$ cat config.mk
export PLATFORM = sky130hd
export DESIGN_NAME = id_stage_flat
export DESIGN_NICKNAME = d
export VERILOG_FILES = /design/src/rtl/id_stage_if.sv /design/src/rtl/id_stage.sv /design/src/flat_wrapper.sv
export SDC_FILE = /design/constraint.sdc
export NUM_CORES = 1
export LEC_CHECK = 0
export CAP_MARGIN = 40
export CORE_ASPECT_RATIO = 1.1
export CORE_MARGIN = 2
export CORE_UTILIZATION = 38
export CTS_BUF_LIST = sky130_fd_sc_hd__clkbuf_2 sky130_fd_sc_hd__clkbuf_4 sky130_fd_sc_hd__clkbuf_8
export CTS_CLUSTER_DIAMETER = 200
export DETAILED_ROUTE_END_ITERATION = 10
export PLACE_DENSITY = 0.79
export SETUP_SLACK_MARGIN = 0.3
export SLEW_MARGIN = 20
export SYNTH_ARGS = -nofsm -noshare
export SYNTH_HDL_FRONTEND = slang
export SYNTH_SLANG_ARGS = --single-unit
$ cat constraint.sdc
create_clock -name clk -period 1.3 [get_ports clk]
set_input_delay 0.39 -clock clk [delete_from_list [all_inputs] [get_ports clk]]
set_output_delay 0.39 -clock clk [all_outputs]
set_load 0.1 [all_outputs]
$ cat src/rtl/id_stage_if.sv
// ============================================================================
// Module      : id_stage_if
// Description : Fetch-side handshake and decoded execute-side bundle for the
//               instruction-decode stage.
// Revision    : 1.0  initial release
// ============================================================================
`default_nettype none

interface id_stage_if;
  logic        if_valid;
  logic        if_ready;
  logic [31:0] if_instr;
  logic [31:0] if_pc;
  logic        flush;
  logic        ex_ready;
  logic        id_valid;
  logic [31:0] id_pc;
  logic [4:0]  id_rs;
  logic [4:0]  id_rt;
  logic [4:0]  id_wreg;
  logic [15:0] id_imm16;
  logic        id_ext_op;
  logic        id_alu_src;
  logic [3:0]  id_alu_op;
  logic        id_reg_write;
  logic        id_mem_read;
  logic        id_mem_write;
  logic        id_mem_to_reg;
  logic        id_beq;
  logic        id_bne;
  logic        id_jump;
  logic [25:0] id_jtarget;
  logic        id_illegal;

  // Stage view
  modport master (
    input  if_valid, if_instr, if_pc, flush, ex_ready,
    output if_ready, id_valid, id_pc, id_rs, id_rt, id_wreg, id_imm16,
           id_ext_op, id_alu_src, id_alu_op, id_reg_write, id_mem_read,
           id_mem_write, id_mem_to_reg, id_beq, id_bne, id_jump,
           id_jtarget, id_illegal
  );

  // Fetch / execute view
  modport slave (
    output if_valid, if_instr, if_pc, flush, ex_ready,
    input  if_ready, id_valid, id_pc, id_rs, id_rt, id_wreg, id_imm16,
           id_ext_op, id_alu_src, id_alu_op, id_reg_write, id_mem_read,
           id_mem_write, id_mem_to_reg, id_beq, id_bne, id_jump,
           id_jtarget, id_illegal
  );
endinterface

`default_nettype wire

$ cat src/rtl/id_stage.sv
// ============================================================================
// Module      : id_stage
// Description : Instruction-decode pipeline register with valid/ready
//               handshake, stall, flush and control decode.
// Revision    : 1.0  initial release
// ============================================================================
`default_nettype none

module id_stage #(
  parameter int ILLEGAL_TRAP = 1
) (
  input  wire logic   clk,
  input  wire logic   rst_n,
  id_stage_if.master  bus
);

  localparam logic [5:0] c_op_rtype = 6'b000000;
  localparam logic [5:0] c_op_j     = 6'b000010;
  localparam logic [5:0] c_op_beq   = 6'b000100;
  localparam logic [5:0] c_op_bne   = 6'b000101;
  localparam logic [5:0] c_op_addi  = 6'b001000;
  localparam logic [5:0] c_op_addiu = 6'b001001;
  localparam logic [5:0] c_op_slti  = 6'b001010;
  localparam logic [5:0] c_op_sltiu = 6'b001011;
  localparam logic [5:0] c_op_andi  = 6'b001100;
  localparam logic [5:0] c_op_ori   = 6'b001101;
  localparam logic [5:0] c_op_xori  = 6'b001110;
  localparam logic [5:0] c_op_lui   = 6'b001111;
  localparam logic [5:0] c_op_lw    = 6'b100011;
  localparam logic [5:0] c_op_sw    = 6'b101011;

  localparam logic [3:0] c_alu_add  = 4'd0;
  localparam logic [3:0] c_alu_sub  = 4'd1;
  localparam logic [3:0] c_alu_and  = 4'd2;
  localparam logic [3:0] c_alu_or   = 4'd3;
  localparam logic [3:0] c_alu_xor  = 4'd4;
  localparam logic [3:0] c_alu_nor  = 4'd5;
  localparam logic [3:0] c_alu_slt  = 4'd6;
  localparam logic [3:0] c_alu_sltu = 4'd7;
  localparam logic [3:0] c_alu_lui  = 4'd8;

  logic        r_valid;
  logic [31:0] r_pc;
  logic [4:0]  r_rs, r_rt, r_wreg;
  logic [15:0] r_imm16;
  logic        r_ext_op, r_alu_src;
  logic [3:0]  r_alu_op;
  logic        r_reg_write, r_mem_read, r_mem_write, r_mem_to_reg;
  logic        r_beq, r_bne, r_jump, r_illegal;
  logic [25:0] r_jtarget;

  logic [5:0]  w_op, w_funct;
  logic        w_rtype, w_unknown, w_illegal;
  logic        w_ext_op, w_alu_src;
  logic [3:0]  w_alu_op;
  logic        w_reg_write, w_mem_read, w_mem_write, w_mem_to_reg;
  logic        w_beq, w_bne, w_jump;
  logic        w_if_ready, w_transfer, w_clear;

  assign w_op       = bus.if_instr[31:26];
  assign w_funct    = bus.if_instr[5:0];
  assign w_if_ready = rst_n & ~bus.flush & (~r_valid | bus.ex_ready);
  assign w_transfer = bus.if_valid & w_if_ready;
  // Flush or a consumed payload with no replacement leaves a bubble
  assign w_clear    = bus.flush | (r_valid & bus.ex_ready);

  always_comb begin
    w_rtype      = 1'b0;
    w_unknown    = 1'b0;
    w_ext_op     = 1'b0;
    w_alu_src    = 1'b0;
    w_alu_op     = c_alu_add;
    w_reg_write  = 1'b0;
    w_mem_read   = 1'b0;
    w_mem_write  = 1'b0;
    w_mem_to_reg = 1'b0;
    w_beq        = 1'b0;
    w_bne        = 1'b0;
    w_jump       = 1'b0;
    case (w_op)
      c_op_rtype: begin
        if (bus.if_instr != 32'd0) begin
          w_rtype     = 1'b1;
          w_reg_write = 1'b1;
          case (w_funct)
            6'b100001: w_alu_op = c_alu_add;
            6'b100011: w_alu_op = c_alu_sub;
            6'b100100: w_alu_op = c_alu_and;
            6'b100101: w_alu_op = c_alu_or;
            6'b100110: w_alu_op = c_alu_xor;
            6'b100111: w_alu_op = c_alu_nor;
            6'b101010: w_alu_op = c_alu_slt;
            6'b101011: w_alu_op = c_alu_sltu;
            default:   w_unknown = 1'b1;
          endcase
        end
      end
      c_op_addi, c_op_addiu: begin
        w_alu_src = 1'b1; w_reg_write = 1'b1; w_ext_op = 1'b1; w_alu_op = c_alu_add;
      end
      c_op_slti: begin
        w_alu_src = 1'b1; w_reg_write = 1'b1; w_ext_op = 1'b1; w_alu_op = c_alu_slt;
      end
      c_op_sltiu: begin
        w_alu_src = 1'b1; w_reg_write = 1'b1; w_ext_op = 1'b1; w_alu_op = c_alu_sltu;
      end
      c_op_andi: begin
        w_alu_src = 1'b1; w_reg_write = 1'b1; w_alu_op = c_alu_and;
      end
      c_op_ori: begin
        w_alu_src = 1'b1; w_reg_write = 1'b1; w_alu_op = c_alu_or;
      end
      c_op_xori: begin
        w_alu_src = 1'b1; w_reg_write = 1'b1; w_alu_op = c_alu_xor;
      end
      c_op_lui: begin
        w_alu_src = 1'b1; w_reg_write = 1'b1; w_alu_op = c_alu_lui;
      end
      c_op_lw: begin
        w_alu_src = 1'b1; w_ext_op = 1'b1; w_reg_write = 1'b1;
        w_mem_read = 1'b1; w_mem_to_reg = 1'b1;
      end
      c_op_sw: begin
        w_alu_src = 1'b1; w_ext_op = 1'b1; w_mem_write = 1'b1;
      end
      c_op_beq: begin
        w_ext_op = 1'b1; w_alu_op = c_alu_sub; w_beq = 1'b1;
      end
      c_op_bne: begin
        w_ext_op = 1'b1; w_alu_op = c_alu_sub; w_bne = 1'b1;
      end
      c_op_j: begin
        w_jump = 1'b1;
      end
      default: w_unknown = 1'b1;
    endcase
    // Undecodable words become an inert NOP regardless of trap mode
    if (w_unknown) begin
      w_rtype      = 1'b0;
      w_ext_op     = 1'b0;
      w_alu_src    = 1'b0;
      w_alu_op     = c_alu_add;
      w_reg_write  = 1'b0;
      w_mem_read   = 1'b0;
      w_mem_write  = 1'b0;
      w_mem_to_reg = 1'b0;
      w_beq        = 1'b0;
      w_bne        = 1'b0;
      w_jump       = 1'b0;
    end
  end

  generate
    if (ILLEGAL_TRAP != 0) begin : g_trap
      assign w_illegal = w_unknown;
    end else begin : g_no_trap
      assign w_illegal = 1'b0;
    end
  endgenerate

  always_ff @(posedge clk or negedge rst_n) begin
    if (!rst_n) begin
      r_valid      <= 1'b0;
      r_pc         <= '0;
      r_rs         <= '0;
      r_rt         <= '0;
      r_wreg       <= '0;
      r_imm16      <= '0;
      r_ext_op     <= 1'b0;
      r_alu_src    <= 1'b0;
      r_alu_op     <= '0;
      r_reg_write  <= 1'b0;
      r_mem_read   <= 1'b0;
      r_mem_write  <= 1'b0;
      r_mem_to_reg <= 1'b0;
      r_beq        <= 1'b0;
      r_bne        <= 1'b0;
      r_jump       <= 1'b0;
      r_illegal    <= 1'b0;
      r_jtarget    <= '0;
    end else if (w_transfer) begin
      r_valid      <= 1'b1;
      r_pc         <= bus.if_pc;
      r_rs         <= bus.if_instr[25:21];
      r_rt         <= bus.if_instr[20:16];
      r_wreg       <= w_rtype ? bus.if_instr[15:11] : bus.if_instr[20:16];
      r_imm16      <= bus.if_instr[15:0];
      r_ext_op     <= w_ext_op;
      r_alu_src    <= w_alu_src;
      r_alu_op     <= w_alu_op;
      r_reg_write  <= w_reg_write;
      r_mem_read   <= w_mem_read;
      r_mem_write  <= w_mem_write;
      r_mem_to_reg <= w_mem_to_reg;
      r_beq        <= w_beq;
      r_bne        <= w_bne;
      r_jump       <= w_jump;
      r_illegal    <= w_illegal;
      r_jtarget    <= bus.if_instr[25:0];
    end else if (w_clear) begin
      r_valid      <= 1'b0;
      r_reg_write  <= 1'b0;
      r_mem_read   <= 1'b0;
      r_mem_write  <= 1'b0;
      r_mem_to_reg <= 1'b0;
      r_beq        <= 1'b0;
      r_bne        <= 1'b0;
      r_jump       <= 1'b0;
      r_illegal    <= 1'b0;
    end
  end

  assign bus.if_ready      = w_if_ready;
  assign bus.id_valid      = r_valid;
  assign bus.id_pc         = r_pc;
  assign bus.id_rs         = r_rs;
  assign bus.id_rt         = r_rt;
  assign bus.id_wreg       = r_wreg;
  assign bus.id_imm16      = r_imm16;
  assign bus.id_ext_op     = r_ext_op;
  assign bus.id_alu_src    = r_alu_src;
  assign bus.id_alu_op     = r_alu_op;
  assign bus.id_reg_write  = r_reg_write;
  assign bus.id_mem_read   = r_mem_read;
  assign bus.id_mem_write  = r_mem_write;
  assign bus.id_mem_to_reg = r_mem_to_reg;
  assign bus.id_beq        = r_beq;
  assign bus.id_bne        = r_bne;
  assign bus.id_jump       = r_jump;
  assign bus.id_jtarget    = r_jtarget;
  assign bus.id_illegal    = r_illegal;

endmodule

`default_nettype wire
$ cat src/flat_wrapper.sv
// flat-port wrapper written by rule: the top's interface ports become plain ports
module id_stage_flat 
#(
  parameter int ILLEGAL_TRAP = 1
)
  (clk, rst_n, bus_if_valid, bus_if_instr, bus_if_pc, bus_flush, bus_ex_ready, bus_if_ready, bus_id_valid, bus_id_pc, bus_id_rs, bus_id_rt, bus_id_wreg, bus_id_imm16, bus_id_ext_op, bus_id_alu_src, bus_id_alu_op, bus_id_reg_write, bus_id_mem_read, bus_id_mem_write, bus_id_mem_to_reg, bus_id_beq, bus_id_bne, bus_id_jump, bus_id_jtarget, bus_id_illegal);
  id_stage_if bus_i ();
  input  wire logic clk;
  input  wire logic rst_n;
  input wire logic [$bits(bus_i.if_valid)-1:0] bus_if_valid;
  input wire logic [$bits(bus_i.if_instr)-1:0] bus_if_instr;
  input wire logic [$bits(bus_i.if_pc)-1:0] bus_if_pc;
  input wire logic [$bits(bus_i.flush)-1:0] bus_flush;
  input wire logic [$bits(bus_i.ex_ready)-1:0] bus_ex_ready;
  output wire logic [$bits(bus_i.if_ready)-1:0] bus_if_ready;
  output wire logic [$bits(bus_i.id_valid)-1:0] bus_id_valid;
  output wire logic [$bits(bus_i.id_pc)-1:0] bus_id_pc;
  output wire logic [$bits(bus_i.id_rs)-1:0] bus_id_rs;
  output wire logic [$bits(bus_i.id_rt)-1:0] bus_id_rt;
  output wire logic [$bits(bus_i.id_wreg)-1:0] bus_id_wreg;
  output wire logic [$bits(bus_i.id_imm16)-1:0] bus_id_imm16;
  output wire logic [$bits(bus_i.id_ext_op)-1:0] bus_id_ext_op;
  output wire logic [$bits(bus_i.id_alu_src)-1:0] bus_id_alu_src;
  output wire logic [$bits(bus_i.id_alu_op)-1:0] bus_id_alu_op;
  output wire logic [$bits(bus_i.id_reg_write)-1:0] bus_id_reg_write;
  output wire logic [$bits(bus_i.id_mem_read)-1:0] bus_id_mem_read;
  output wire logic [$bits(bus_i.id_mem_write)-1:0] bus_id_mem_write;
  output wire logic [$bits(bus_i.id_mem_to_reg)-1:0] bus_id_mem_to_reg;
  output wire logic [$bits(bus_i.id_beq)-1:0] bus_id_beq;
  output wire logic [$bits(bus_i.id_bne)-1:0] bus_id_bne;
  output wire logic [$bits(bus_i.id_jump)-1:0] bus_id_jump;
  output wire logic [$bits(bus_i.id_jtarget)-1:0] bus_id_jtarget;
  output wire logic [$bits(bus_i.id_illegal)-1:0] bus_id_illegal;
  assign bus_i.if_valid = bus_if_valid;
  assign bus_i.if_instr = bus_if_instr;
  assign bus_i.if_pc = bus_if_pc;
  assign bus_i.flush = bus_flush;
  assign bus_i.ex_ready = bus_ex_ready;
  assign bus_if_ready = bus_i.if_ready;
  assign bus_id_valid = bus_i.id_valid;
  assign bus_id_pc = bus_i.id_pc;
  assign bus_id_rs = bus_i.id_rs;
  assign bus_id_rt = bus_i.id_rt;
  assign bus_id_wreg = bus_i.id_wreg;
  assign bus_id_imm16 = bus_i.id_imm16;
  assign bus_id_ext_op = bus_i.id_ext_op;
  assign bus_id_alu_src = bus_i.id_alu_src;
  assign bus_id_alu_op = bus_i.id_alu_op;
  assign bus_id_reg_write = bus_i.id_reg_write;
  assign bus_id_mem_read = bus_i.id_mem_read;
  assign bus_id_mem_write = bus_i.id_mem_write;
  assign bus_id_mem_to_reg = bus_i.id_mem_to_reg;
  assign bus_id_beq = bus_i.id_beq;
  assign bus_id_bne = bus_i.id_bne;
  assign bus_id_jump = bus_i.id_jump;
  assign bus_id_jtarget = bus_i.id_jtarget;
  assign bus_id_illegal = bus_i.id_illegal;
  id_stage #(.ILLEGAL_TRAP(ILLEGAL_TRAP)) u_core (.clk(clk), .rst_n(rst_n), .bus(bus_i));
endmodule
# Word-level counts from Yosys, hierarchy flattened
# Cells that the tools add are included.
# word_totals
mem_bits_rw,0
input_bits,69
romBits,0
latch_bits,0
out_inout_bits,105
regBits,103
mem_count,0
# classes
eq_ne,21
n_addsub,0
n_mul,0
shift,0
bitwise_logic,8
div_mod_pow,0
n_lt_le_gt_ge,0
muxes,36
n_reduce_logical,9
# ops
cell,count
6-bit == test (second input constant),10
6-bit by 4-bit == test with 1-bit output (second input constant),8
4-bit one-hot mux with 8 select lines,1
32-bit nonzero test,1
1-bit 2-to-1 mux,29
3-bit one-hot mux with 7 select lines,1
8-bit OR reduction,2
13-bit OR reduction,1
6-bit by 3-bit == test with 1-bit output (second input constant),2
10-bit OR reduction,1
9-bit OR reduction,1
4-bit 2-to-1 mux,2
6-bit by 2-bit == test with 1-bit output (second input constant),1
6-bit logical NOT,1
5-bit 2-to-1 mux,1
1-bit AND,4
1-bit one-hot mux with 2 select lines,2
1-bit inverter,2
1-bit bitwise OR,2
2-bit nonzero test,1
2-bit OR reduction,1

# Longest topological paths before layout
# Gate-level depths: netlist of run 1.
# depth
word_depth,7
mapped_depth,7
mapped_depth_nobuf,5

# Least setup slack after synthesis of run 1
# No wires, ideal clock.
# synth_path
path_type,reg2reg
startpoint,reg u_core.r_valid (netlist: u_core.bus.id_valid)
endpoint,reg u_core.r_jump (netlist: u_core.bus.id_jump)
stages_incl_launch_ff,8
arrival_time_ns,2.703
setup_slack_ns,-1.480
setup_time_ns,0.078
n_path_buf,2
path_cell_list,dfrtp_1 nand2b_1 and3b_1 and2_1 clkbuf_1 clkbuf_1 nand2_1 o2bb2ai_1
# synth_via
elab_chain_cells,5
# synth_rtl
element,line_no,source
"start, declared",id_stage.sv:42,logic r_valid;
"start signal, assigned",id_stage.sv:163,r_valid <= 1'b0;
"start signal, assigned",id_stage.sv:182,r_valid <= 1'b1;
"start signal, assigned",id_stage.sv:201,r_valid <= 1'b0;
1-bit inverter (*),id_stage.sv:62,assign w_if_ready = rst_n & ~bus.flush & (~r_valid | bus.ex_ready);
1-bit bitwise OR (*),id_stage.sv:62,
1-bit AND (*),id_stage.sv:62,
named net bus_if_ready,flat_wrapper.sv:15,output wire logic [$bits(bus_i.if_ready)-1:0] bus_if_ready;
1-bit AND (*),id_stage.sv:63,assign w_transfer = bus.if_valid & w_if_ready;
1-bit 2-to-1 mux / 2-bit nonzero test (equally long branches),--,
"end signal, assigned",id_stage.sv:197,r_jump <= w_jump;
"end, declared",id_stage.sv:49,"logic r_beq, r_bne, r_jump, r_illegal;"
# Mark *: on every way through the listed nets, which the timed path passes. The rest lies on a longest branch.
# A chain may end at the register's enable or synchronous reset.

# Worst setup path after layout of run 1
# layout_path
startpoint,reg u_core.r_valid (netlist: u_core.bus.id_valid)
endpoint,out bus_if_ready
# layout_via
elab_chain_cells,3
# layout_rtl
element,line_no
1-bit inverter,id_stage.sv:62
1-bit bitwise OR,id_stage.sv:62
1-bit AND,id_stage.sv:62
"end, declared",flat_wrapper.sv:15
# Every way passes these cells.

==> impl_results.md, run 1 <==
* Top FF cell, synth: dfrtp_1
* Initial core utilization at 39.3%
* Met3 Use GR at just under 7%
* Post-Syn Nets at roughly 470
* Setup TNS at -32.01 ns
* Final setup margin at -0.454 ns
* Worst-path clk slew at 0.08 ns
* CP startpoint kind: flip-flop
* Power Dens Cells at 1630 nW/um^2
* DP HPWL at 8950 um
* Synth Cell Area at 3510 sq um
* CTS H-tree lvls at 3
* RSZ-0062 raised after global routing: yes
* Share of layout cells above drive strength 1 at just over 50%
* Drc violations at 0
* Cell accounting for the most synthesized area: dfrtp_1
* Crit path kind: flip-flop to primary output
* Drt first pass iters at 4
* Row cnt at 36
* GRT busiest layer: met2
* Top cell type's share of synthesized area at 55.0%
* Commonest non-fill, non-tap cell in the layout: nand2_1
* DRT antenna net count at 0
* I/O pins at 174
* P&R area growth vs syn at 116%
* Clk buf depth at 2
* Largest net degree at the start of global routing at 40
* Synthesis Warnings at 0
* Slew @ Worst Pin at 0.513 ns
* Die area at 10,000 sq um
* Initial antenna violation count at 0
* FF+latch count, synth at 77
* CTS tree: yes
* GR Util met2 at 44.9%
* First-pass GRT wire length at 19,500 um
* Final net count at 686
* Clock root buffer master: clkbuf_8
* Peak supply drop at 0.00102 V
* Post-synth EDFFs at 0
* Max Fclk at 570 MHz
* Area contributors post-synth: dfrtp_1, nand2_1, buf_4, clkbuf_1, a21oi_1
* CTS Sinks at 77
* GRT overflow at 0
* Arrival @ worst endpoint at ~1.4 ns
* Non-filler cells, final at 736
* Total GRT Usage at 25.1%
* Final period util at 135%
* Total power at 12.3 mW
* Number of port buffers at 173
* Clk_skew at 0.00663 ns
* Commonest cells after routing, fill and taps aside: nand2_1, buf_12, dfrtp_4, buf_4, clkdlybuf4s50_1
* Fin crit period at 1.75 ns
* TritonCTS Buffers at 9
* Failing checks: setup timing
* # diodes at 0
* Synth unique cells at 40
* Hold buffer count at CTS at 0
* Final WL at between 10,000 and 15,000 um
* Placement Setup Slack at -1.13 ns
* DIE HEIGHT at 105 um
* Die X-Extent at about 96 um
* Max Cap Viol at 0
* Routability congestion estimate from global placement at ~0.87
* Vias in the first global route at 3,849
* Sequential element share of the synthesized area at 55.0%
* # setup viols final at around 180
* Vias per inst at 5.10
* Grt met1 use at 28.0%
* DR vias at 3,756
* Syn avg cell area at just under 9 sq um
* Hold slack at 0.233 ns
* CP max FO at 2
* Final Hold Viols at 0
* Endpoint class of the critical path: primary output
* Pleak at between 3 and 4 nW
* CP Data Required Time at slightly above 0.9 ns
* Core box area at between 8000 and 9000 sq um
* Clk_lat worst skew at 0.35 ns
* Tightest Hold Check Type: primary input to asynchronous set/reset pin
* Worst slew margin at 65.8%
* Post-synthesis cell count at 398
* Post-synth ARST share at 100%
* Avg WL per Cell at 18.3 um
* Fin. max-slew vios at 0
* Placed insts at 690
* Status: finished with violations
* Initial DRC Count at 133
## layer usage
layer	part of all wire [%]	up-vias
met4	3.5	0
li1	-	1701
met5	0	-
met3	8.3	46
met2	53	200
met1	35	1809
## where the power goes
group	leakage [nW]	internal (mW)	switching [mW]	total (mW)
registers	0.876	2.97	0.517	3.48
clock network	0.113	1.18	0.880	2.06
logic	2.46	2.40	4.39	6.79
total	3.45	6.54	5.79	12.3
## final cells by class
cell class	count	area (sq um)
multi-input combinational	274	1470
timing repair buffer	254	3530
clock inverter	4	72.6
fill	447	1350
inverter	1	3.75
clock buffer	12	153
tap	114	143
sequential	77	2200
## state kept, by name, summed over array words and instances (netlist names)
signal                   count
u_core.bus.id_valid          1
u_core.bus.id_illegal        1
u_core.bus.id_rs             1
u_core.bus.id_alu_src        1
u_core.bus.id_alu_op         4
u_core.bus.id_mem_read       1
u_core.bus.id_reg_write      1
u_core.bus.id_ext_op         1
u_core.bus.id_bne            1
u_core.bus.id_jtarget       25
u_core.bus.id_mem_write      1
u_core.bus.id_wreg           5
u_core.bus.id_jump           1
u_core.bus.id_pc            32
u_core.bus.id_beq            1
## kinds of logic after synthesis
| kind of cell | after synthesis | share of synthesized area, % |
|---|---|---|
| DFF | 77 | 55.0 |
| AOI/OAI and AO/OA | 39 | 7.92 |
| muxes | 5 | 1.43 |
| buffers and inverters | 49 | 8.39 |
| xor gates and xnor gates | 1 | 0.250 |
| and+or+nand+nor | 227 | 27.1 |
## worst max-delay path, stage by stage, from the launching register on
cell      delay, ns
dfrtp_4        0.49
nand2b_4       0.07
and3b_4        0.19
buf_6          0.10
buf_12         0.16
## synthesized netlist by cell type, types with 2 or more instances
| library cell | number |
|---|---|
| dfrtp_1 | 77 |
| buf_4 | 27 |
| nor4_1 | 7 |
| a32o_1 | 5 |
| nand3_1 | 3 |
| clkbuf_1 | 19 |
| and2_1 | 3 |
| o31ai_1 | 3 |
| a21oi_1 | 13 |
| a22o_1 | 4 |
| nor2b_1 | 2 |
| nor2_1 | 12 |
| nand2b_1 | 4 |
| nand2_1 | 184 |
| mux2i_1 | 5 |
| or2_2 | 2 |
| o21ai_0 | 4 |
| nand4_1 | 2 |
## timing repair
action / 4_1_cts / 5_1_grt
cloned: 1 / 8
pin swaps: 23 / 1
setup endpoints to repair: 182 / 182
setup buffers: 12 / 9
gates resized for setup: 139 / 4
## worst paths after layout
path                                           start                   endpoint  slack (ns)  cells past startpoint
min in group clk                    bus_if_instr[22]  u_core.bus.id_jtarget[22]        0.28                      3
worst min register to register  u_core.bus.id_pc[10]       u_core.bus.id_pc[10]        0.56                      2
worst min-delay path                           rst_n  u_core.bus.id_jtarget[23]        0.23                      3
worst max register to register   u_core.bus.id_valid      u_core.bus.id_wreg[0]       -0.34                      8
worst max-delay path             u_core.bus.id_valid               bus_if_ready       -0.45                      4
max in group asynchronous                      rst_n       u_core.bus.id_pc[22]        0.65                      3
## metrics by stage
step	util, %	cell area (sq um)
after global placement	76.4	6810
after CTS	82.1	7320
after detailed placement	76.4	6810
after global routing	84.9	7570
after floorplan	-	4140
final	84.9	7570
Power figures use the tool's default switching activity.
==> inputs of run 2 (changes only) <==
--- a/config.mk
+++ b/config.mk
@@ -7,10 +7,10 @@
 export LEC_CHECK = 0
 export CAP_MARGIN = 40
 export CORE_ASPECT_RATIO = 1.1
-export CORE_MARGIN = 2
 export CORE_UTILIZATION = 38
 export CTS_BUF_LIST = sky130_fd_sc_hd__clkbuf_2 sky130_fd_sc_hd__clkbuf_4 sky130_fd_sc_hd__clkbuf_8
 export CTS_CLUSTER_DIAMETER = 200
+export CTS_CLUSTER_SIZE = 24
 export DETAILED_ROUTE_END_ITERATION = 10
 export PLACE_DENSITY = 0.79
 export SETUP_SLACK_MARGIN = 0.3
==> run 2 against run 1 <==
  * The run still ends with setup timing left
  * Critical endpoint unchanged
  * Register-to-register slack got worse by 0.11 ns
  * Critical path type unchanged
  * Non-clock buffer count rose by 11
  * Sequential cell count did not move
  * Largest power group unchanged
==> impl_results.md, run 2 (same netlist as run 1, synthesis figures left out) <==
* Endpoint class of the critical path: primary output
* Worst-path clk slew at 0.09 ns (about the same)
* Hold slack at 0.190 ns (-0.0432 ns)
* Commonest non-fill, non-tap cell in the layout: nand2_1
* Max Fclk at 565 MHz (-0.94%)
* Largest net degree at the start of global routing at 49 (+23%)
* Final Hold Viols at 0 (unchanged)
* Vias in the first global route at 4,054 (+5.3%)
* R2R Path Start: u_core.bus.id_valid
* Number of port buffers at 173 (unchanged)
* CP max stage delay at 0.50 ns (about the same)
* Tightest Hold Check Type: primary input to asynchronous set/reset pin
* Clk_lat worst skew at 0.34 ns (about the same)
* Vias per inst at 5.21 (+2.2%)
* CTS tree: yes
* Total GRT Usage at 29.8% (+4.7 points)
* DP Area at 6900 sq um (+1.2%)
* CTS H-tree lvls at 3 (unchanged)
* Status: finished with violations
* Crit path kind: flip-flop to primary output
* First-pass GRT wire length at 21,500 um (+10%)
* Critical path's slowest cell: dfrtp_4
* Drc violations at 0 (unchanged)
* Final WL at 14,200 um (+5.4%)
* Fin area at 7790 sq um (+3.0%)
* Final net count at 697 (+1.6%)
* DP HPWL at 8940 um (about the same)
* Peak supply drop at 0.00107 V (+5.2%)
* Fin. max-slew vios at 0 (unchanged)
* Fin crit period at 1.77 ns (+0.0167 ns)
* Pleak at 3.58 nW (+3.8%)
* Drt first pass iters at 5 (+1)
* CP max FO at 2 (unchanged)
* Flop2flop setup slack at -0.45 ns (-0.11 ns)
* Clk_skew at 0.00823 ns (+0.00161 ns)
* DIE HEIGHT at 103 um (-1.9%)
* DR vias at 3,889 (+3.5%)
* Slew @ Worst Pin at 0.537 ns (+0.0241 ns)
* Power Dens Cells at 1630 nW/um^2 (+0.30%)
* Reg2reg end: u_core.bus.id_jtarget[17]
* Final setup margin at -0.471 ns (-0.0167 ns)
* Initial antenna violation count at 0 (unchanged)
* P&R area growth vs syn at 122%
* Top Family by Delay on Critical Path: flip-flops
* # setup viols final at 181 (unchanged)
* Avg WL per Cell at 19.1 um (+4.0%)
* RSZ-0062 raised after global routing: yes
* # diodes at 0 (unchanged)
* Final period util at 136% (+1.3 points)
* Initial core utilization at 39.3% (unchanged)
* Failing checks: setup timing
* Max Cap Viol at 0 (unchanged)
* Commonest cells after routing, fill and taps aside: nand2_1, buf_12, dfrtp_4, buf_4, clkdlybuf4s50_1
* Clk buf depth at 2 (unchanged)
* Die X-Extent at 93.6 um (-2.1%)
* TritonCTS Buffers at 9 (unchanged)
* Arrival @ worst endpoint at 1.38 ns (+0.02 ns)
* R2R cell count at 8 (unchanged)
* Routability congestion estimate from global placement at 0.867 (unchanged)
* Share of layout cells above drive strength 1 at 53.6% (+2.2 points)
* CTS Sinks at 77 (unchanged)
* Buf/Inv on CP at 2 (unchanged)
* Worst slew margin at 63.9% (-1.9 points)
* Initial DRC Count at 214 (+61%)
* Row cnt at 36 (unchanged)
* Die area at 9610 sq um (-4.0%)
* Max FFs per register at 32 (unchanged)
* DRT antenna net count at 0 (unchanged)
* Fillers at 419 (-6.3%)
* I/O pins at 174 (unchanged)
* Worst-path cell chain: nand2b_4 > and3b_4 > buf_6 > buf_12
* Clock root buffer master: clkbuf_8
* CP Data Required Time at 0.91 ns (about the same)
* Core box area at 8920 sq um (unchanged)
* GRT overflow at 0 (unchanged)
* CP startpoint kind: flip-flop
==> run 2: cell count changes in the layout (fill, tap and decap cells not counted), moves of 2 or more <==
cell / before / now
a21oi_2: 1 / 5
buf_12: 109 / 113
clkdlybuf4s15_2: 6 / 2
buf_2: 9 / 11
clkdlybuf4s15_1: 7 / 5
bufbuf_16: 0 / 2
clkbuf_4: 2 / 0
buf_16: 0 / 6
clkbuf_2: 0 / 5
a21oi_1: 12 / 7
clkbuf_16: 6 / 0
==> run 2: per-stage QoR <==
step | total power, mW | util (%) | worst slack, ns | TNS [ns] | cells
global route | 13.1 | 87.4 | -0.502 | -43.34 | 746
detailed placement | 10.2 | 77.4 | -0.981 | -52.02 | 692
global placement | 10.1 | 77.0 | -0.928 | -70.42 | 691
CTS | 12.6 | 86.5 | -0.467 | -34.14 | 737
floorplan | 7.89 | - | -0.674 | -49.49 | 398
finish | 12.7 | 87.4 | -0.471 | -37.67 | 746
==> run 2: worst max-delay path by stage <==
| stage | startpoint | to | cells past startpoint |
|---|---|---|---|
| after CTS | u_core.bus.id_valid | bus_if_ready | 4 |
| after floorplan | u_core.bus.id_valid | u_core.bus.id_alu_op[0] | 7 |
| after global routing | u_core.bus.id_valid | bus_if_ready | 4 |
| after detailed placement | bus_if_instr[12] | u_core.bus.id_alu_op[0] | 6 |
| after global placement | bus_if_instr[31] | u_core.bus.id_alu_op[2] | 6 |
| final | u_core.bus.id_valid | bus_if_ready | 4 |
==> run 2: worst register-to-register path: cells and delay by family (launching register included) <==
family	cells	cell delay (ns)
buffers and inverters	3	0.56
flip-flops	1	0.50
AND/OR/NAND/NOR	5	0.63
==> run 2: cell type report <==
class / instances / area, sq um / share of cell area [%]
well taps: 114 / 143 / 1.83
clock buffers: 11 / 151 / 1.94
flip-flops and latches: 77 / 2200 / 28.2
repair buffers: 265 / 3700 / 47.4
multi-input cells: 274 / 1510 / 19.3
inverters: 1 / 3.75 / 0.0482
clock inverters: 4 / 95.1 / 1.22
==> run 2: what timing repair did <==
item                       4_1_cts  5_1_grt
gates cloned                     9        0
resized for setup              132       20
pin swaps                       20        3
hold endpoints to repair         5        0
setup endpoints to repair      182      182
hold buffers                     1        0
buffers inserted                20        9
==> run 2: per-layer routing <==
layer | track usage, % | share of wire (%)
met5 | 0 | 0
met4 | 10.2 | 2.9
met3 | 6.19 | 6.7
met2 | 56.2 | 53
met1 | 33.5 | 37
==> run 2: report_power, final <==
part	internal [mW]	switching [mW]	total, mW
Sequential	2.97	0.527	3.49
Clock	1.37	0.945	2.32
Combinational	2.47	4.45	6.92
